**src/rtl/iterative_magnitude_comparator.sv**
```systemverilog
// Multi-cycle magnitude comparator: compares WIDTH-bit operands SLICE bits per clock,
// MSB slice first, stopping at the first differing slice; unsigned or two's-complement.
module iterative_magnitude_comparator #(
   parameter int WIDTH = 16,
   parameter int SLICE = 2,
   localparam int SLICES = WIDTH / SLICE,
   localparam int CW = $clog2(SLICES + 1)
) (
   input  logic             clk,
   input  logic             rst_n,
   input  logic             start,
   input  logic             signed_mode,
   input  logic [WIDTH-1:0] a,
   input  logic [WIDTH-1:0] b,
   output logic             busy,
   output logic             done,
   output logic             equal,
   output logic             less,
   output logic             greater,
   output logic [CW-1:0]    slices_used
);

   localparam int IW = (SLICES > 1) ? $clog2(SLICES) : 1;

   localparam logic [1:0] IDLE    = 2'd0;
   localparam logic [1:0] COMPARE = 2'd1;
   localparam logic [1:0] DONE    = 2'd2;

   if (SLICE < 1 || SLICE > WIDTH || (WIDTH % SLICE) != 0) begin : g_bad_params
      $error("iterative_magnitude_comparator: WIDTH must be a positive multiple of SLICE");
   end

   logic [1:0]       state_q, state_d;
   logic [WIDTH-1:0] a_q, a_d, b_q, b_d;
   logic             signed_q, signed_d;
   logic [IW-1:0]    idx_q, idx_d;
   logic             equal_q, equal_d, less_q, less_d, greater_q, greater_d;
   logic [CW-1:0]    su_q, su_d;

   logic [WIDTH-1:0] a_mod, b_mod;
   logic [SLICE-1:0] a_slice, b_slice;
   logic             capture;

   always_comb begin
      state_d   = state_q;
      a_d       = a_q;
      b_d       = b_q;
      signed_d  = signed_q;
      idx_d     = idx_q;
      equal_d   = equal_q;
      less_d    = less_q;
      greater_d = greater_q;
      su_d      = su_q;

      // Flipping both sign bits maps two's-complement order onto unsigned order.
      a_mod = a_q;
      b_mod = b_q;
      if (signed_q) begin
         a_mod[WIDTH-1] = ~a_q[WIDTH-1];
         b_mod[WIDTH-1] = ~b_q[WIDTH-1];
      end
      a_slice = a_mod[int'(idx_q) * SLICE +: SLICE];
      b_slice = b_mod[int'(idx_q) * SLICE +: SLICE];

      // DONE also accepts start so back-to-back requests capture on the edge done falls.
      capture = start && (state_q == IDLE || state_q == DONE);

      case (state_q)
         IDLE: ;
         COMPARE: begin
            if (a_slice != b_slice) begin
               equal_d   = 1'b0;
               less_d    = (a_slice < b_slice);
               greater_d = (a_slice > b_slice);
               su_d      = CW'(SLICES) - CW'(idx_q);
               state_d   = DONE;
            end else if (idx_q == '0) begin
               equal_d   = 1'b1;
               less_d    = 1'b0;
               greater_d = 1'b0;
               su_d      = CW'(SLICES);
               state_d   = DONE;
            end else begin
               idx_d = idx_q - IW'(1);
            end
         end
         DONE:    state_d = IDLE;
         default: state_d = IDLE;
      endcase

      if (capture) begin
         a_d      = a;
         b_d      = b;
         signed_d = signed_mode;
         idx_d    = IW'(SLICES - 1);
         state_d  = COMPARE;
      end
   end

   always_ff @(posedge clk or negedge rst_n) begin
      if (!rst_n) begin
         state_q   <= IDLE;
         a_q       <= '0;
         b_q       <= '0;
         signed_q  <= 1'b0;
         idx_q     <= '0;
         equal_q   <= 1'b0;
         less_q    <= 1'b0;
         greater_q <= 1'b0;
         su_q      <= '0;
      end else begin
         state_q   <= state_d;
         a_q       <= a_d;
         b_q       <= b_d;
         signed_q  <= signed_d;
         idx_q     <= idx_d;
         equal_q   <= equal_d;
         less_q    <= less_d;
         greater_q <= greater_d;
         su_q      <= su_d;
      end
   end

   assign busy        = (state_q != IDLE);
   assign done        = (state_q == DONE);
   assign equal       = equal_q;
   assign less        = less_q;
   assign greater     = greater_q;
   assign slices_used = su_q;

endmodule

```
**config.mk**
```make
export PLATFORM = sky130hd
export DESIGN_NAME = iterative_magnitude_comparator
export DESIGN_NICKNAME = d
export VERILOG_FILES = /design/src/rtl/iterative_magnitude_comparator.sv
export SDC_FILE = /design/constraint.sdc
export NUM_CORES = 1
export LEC_CHECK = 0
export BUFFER_PORTS_ARGS = -buffer_cell sky130_fd_sc_hd__buf_2
export CAP_MARGIN = 20
export CORE_ASPECT_RATIO = 0.9
export CORE_MARGIN = 10
export CORE_UTILIZATION = 35
export CTS_CLUSTER_SIZE = 14
export DETAILED_ROUTE_END_ITERATION = 7
export GPL_TIMING_DRIVEN = 0
export PLACE_DENSITY = 0.6
export SETUP_SLACK_MARGIN = 0.02
export SYNTH_ARGS = -nofsm -noshare
export SYNTH_HDL_FRONTEND = slang
export SYNTH_SLANG_ARGS = --single-unit
export TNS_END_PERCENT = 1
```
**constraint.sdc**
```tcl
create_clock -name clk -period 5.96 [get_ports clk]
set_input_delay 0.894 -clock clk [delete_from_list [all_inputs] [get_ports clk]]
set_output_delay 0.894 -clock clk [all_outputs]
set_load 0.1 [all_outputs]
```
### After elaboration in Yosys (flattened, before gate mapping)

Index checks and enable logic that the tools add are counted.

* register bits after elaboration: 45
* word-level logic and storage cells: 51
* output and inout bits: 9
* input bits: 36

* equality and inequality tests: 7
* $add $sub $neg: 2
* magnitude comparators: 2
* bitwise logic cells: 2
* shifts and indexed selects: 2
* muxes and demuxes: 17
* reductions and logical operators: 10

Operator list (number)
* $shiftx 16x5->2: 2
* $mux 3: 4
* $mux 4: 2
* $mux 1: 7
* $mux 2: 3
* $ne 2x2->1 const B: 3
* $reduce_bool 2->1: 3
* $ne 4x4->1 const B: 1
* $pmux 2 s2: 1
* $reduce_and 2->1: 2
* $sub 4x3->4 const A: 1
* $logic_not 3->1: 1
* $reduce_and 3->1: 1
* $sub 3x1->3 const B: 1
* $eq 2x1->1 const B: 1
* $eq 2x2->1 const B: 1
* $gt 2x2->1: 1
* $logic_not 2->1: 1
* $lt 2x2->1: 1
* $ne 2x2->1: 1
* $not 1->1: 2
* $logic_and 1x1->1: 1
* $logic_or 1x1->1: 1

### Logic depth before layout (Yosys ltp)

* word-level depth: 7
* gate-level depth with buffers: 10
* gate-level depth less buffers: 8

### Worst setup path before layout

Ideal clock, no wire load.

* path kind: register to output
* start point: reg state_q[0]
* end point: out done
* arrival: 1.743 ns
* stages on the path, launching flop included: 2
* path buffers: 0
* required time: 5.066 ns
* setup slack: 3.323 ns
* cell sequence: dfrtp_1 nor2b_1

* word-level cells in the longest chain between the ends: 1

Ends and longest elaborated chain
* start: declaration: RTL line 33 `logic [1:0] state_q, state_d;`
* start signal: assignment: RTL line 112 `state_q <= state_d;`
* $eq 2x2->1: RTL line 125 `assign done = (state_q == DONE);`
* end: declaration: RTL line 16 `output logic done,`

No other way between the ends.

### Final worst setup path

* start point: reg idx_q[0]
* end point: reg idx_q[2]

* word-level cells in the longest chain between the ends: 5

Ends and longest elaborated chain
* start: declaration: RTL line 36 `logic [IW-1:0] idx_q, idx_d;`
* start signal: assignment: RTL line 116 `idx_q <= idx_d;`
* branches (longest 5 deep; another with $shiftx 16x5->2)

Several ways; the timed one is not identified. The select of a mux whose other input is x is not followed.
A chain may end at the register's enable or synchronous reset.

==> run summary <==
Syn Inst Count: 218
Peak Freq: 0.4281 GHz
final setup fails: 0
Hold Fails Final Rpt: 0
GR Util All Layers: 11.00%
ranking of synthesized cells by area: dfrtp_1 (54%), nand2_1 (19%), mux4_1 (3.7%), mux4_2 (3.2%), ha_1 (3.0%)
fin area: 2517 um^2
Main synth FF type: dfrtp_1
worst path arrival time: 2500 ps
DR vias/cell: 4.748
# rows: 26
LEAKAGE: 1.362 nW
Max Slew Vio Count: 0
Num CTS Buffers: 5
number of setup buffers added after CTS: 0
post_cts resized: 0
crit share post-route: 39.19%
HPWL after detailed placement: 3602 um
Top Layer Used: met4
register area share after synthesis: 53.54%
Avg Cell Area, Syn: 9.648 um^2
I/O pins: 45
run status: finished clean
antenna violations before repair: 0
WL final: 4928 um
number of global-route vias before repair: 1695
number of distinct library cells after synthesis: 33
top cell type's share of synthesized area: 53.54%
Clock Pin Slew Worst Setup and Hold Paths: 80 ps
layout cells sized above 1: 25.46%
clk root buf: clkbuf_8
fin nets: 311
Synth Register Bits: 45
Max FO, Critical Path: 10
Max Root-Sink Buffers: 2
CTS tree: done
Area Overhead vs Synth: 19.69%
die height: 93.54 um
Mapped Nets: 259
worst slew pin tran: 500.8 ps
CTS sink count: 45
starting DRC count in detailed routing: 65
Crit Path Class: flip-flop to flip-flop
clock latency at the later pin of the worst-skew pair: 300 ps
pin count of the biggest net entering global routing: 46
GP Congestion: 0.8365
worst path required time: 6120 ps
First-pass DRT Iterations: 4
initial core utilization: 36.53%
via count: 1619
first-pass GRT wire length: 8300 um
Hold Path Class: flip-flop to flip-flop
Setup crit end kind: flip-flop
Ys Warns: 0
CP Launch Type: flip-flop
DRC: 0
DP Area: 2411 um^2
Slew HR: 66.62%
Filler cells: 592
RSZ-0062 raised after global routing: no
die span in x: 101.7 um
Post-CTS Hold Buffers: 0
DRT antenna net count: 0
largest area contributor in the netlist: dfrtp_1
setup tns final: 0 ps
M1 wire length: 2395 um
total grt overflow: 0
post-route minimum period: 2336 ps
Port Buf Inserts: 44
wire per inst: 14.45 um
pwr dens: 577.5 nW/um^2
met2 WL: 2252 um
htree depth: 2
post-synthesis async set-or-reset flop share: 100.0%
CORE AREA: 5758 um^2
Antenna Cells: 0
Synth Cell Area: 2103 um^2
clk_skew: 5.217 ps
DIE AREA: 9514 um^2
Max Cap Violations: 0
EDFF count, synth: 0
IR Drop Worst-Case VDD: 0.0001537 V
routed wl met3: 223 um
-- synthesized netlist by cell type (2+ instances only) --
master    count
buf_2         5
nand2b_1      3
mux2_2        2
nor3_1        2
ha_1          5
o21ai_1       2
nand2_1     109
xor2_1        2
o22ai_1       2
inv_1         2
o21ai_0       3
inv_2         3
mux4_1        3
clkbuf_1      4
dfrtp_1      45
a21oi_1       3
mux4_2        3
a22o_1        4
nor2b_1       2
-- sequential cells by signal (all words and copies together), names as in the netlist --
| signal | count |
|---|---|
| slices_used | 4 |
| equal | 1 |
| signed_q | 1 |
| a_q | 16 |
| greater | 1 |
| idx_q | 3 |
| state_q | 2 |
| b_q | 16 |
| less | 1 |
-- per-stage QoR --
| step | setup slack (ps) | total power, mW | hold slack (ps) | utilization, % | std cells |
|---|---|---|---|---|---|
| after floorplan | 3323 | 1.107 | 437.3 | - | 218 |
| after global placement | 3682 | 1.264 | 454.8 | 41.87 | 332 |
| after detailed placement | 3655 | 1.279 | 458.8 | 41.87 | 332 |
| after CTS | 3637 | 1.471 | 480.0 | 43.37 | 340 |
| after global routing | 3496 | 1.568 | 496.5 | 43.72 | 341 |
| final | 3624 | 1.454 | 473.9 | 43.72 | 341 |
-- worst paths after layout --
path | from | to | slack, ps | depth (start not counted)
max reg2reg | idx_q[0] | idx_q[2] | 3620 | 8
max | idx_q[0] | idx_q[2] | 3620 | 8
min in group asynchronous | rst_n | a_q[4] | 530 | 1
min reg2reg | a_q[1] | a_q[1] | 470 | 2
max in group asynchronous | rst_n | slices_used[2] | 4930 | 2
min | a_q[1] | a_q[1] | 470 | 2
-- report_power, final --
group	internal (mW)	total [mW]	switching (mW)
combinational	0.250	0.757	0.507
clock	0.0810	0.185	0.104
sequential	0.440	0.511	0.0707
-- cells by family (layout without fill, tap and decap cells) --
family,after synthesis,count (layout),share of synthesized area [%]
simple gates,120,120,22.84
flops,45,45,53.54
compound gates,21,21,7.257
xor+xnor,2,2,0.8330
buf+inv,16,69,4.045
mux,9,9,8.507
fa+ha+maj,5,5,2.974
-- critical path, cell delays in order, from the launching register on --
cell	delay (ps)
dfrtp_1	340
buf_6	130
buf_8	150
mux4_2	540
a2bb2oi_2	140
ha_1	280
and3b_1	250
a311oi_1	310
a41oi_1	70
-- layer usage --
metal,GRT usage [%],vias to the layer above
li1,-,816
met1,14.17,769
met2,17.27,29
met3,3.017,5
met4,3.929,0
met5,0,-
-- final cells by class --
type / instances / area (um^2) / share of cell area (%)
Sequential cell: 45 / 1126 / 44.73
Multi-Input combinational cell: 157 / 892.1 / 35.44
Timing Repair Buffer: 45 / 240.2 / 9.543
Tap cell: 70 / 87.58 / 3.479
Clock buffer: 5 / 68.82 / 2.734
Buffer: 11 / 66.31 / 2.634
Inverter: 5 / 18.77 / 0.7455
Clock inverter: 3 / 17.52 / 0.6958
-- cells in the final DEF (no fill, tap or decap), drive strengths merged, types with 3 or more instances in the layout --
| cell | count |
|---|---|
| inv | 5 |
| a21oi | 3 |
| dfrtp | 45 |
| o21ai | 5 |
| mux4 | 6 |
| ha | 5 |
| nand2b | 3 |
| a22o | 4 |
| buf | 52 |
| nand2 | 109 |
| clkbuf | 9 |
(Power assumes the default switching activity.)
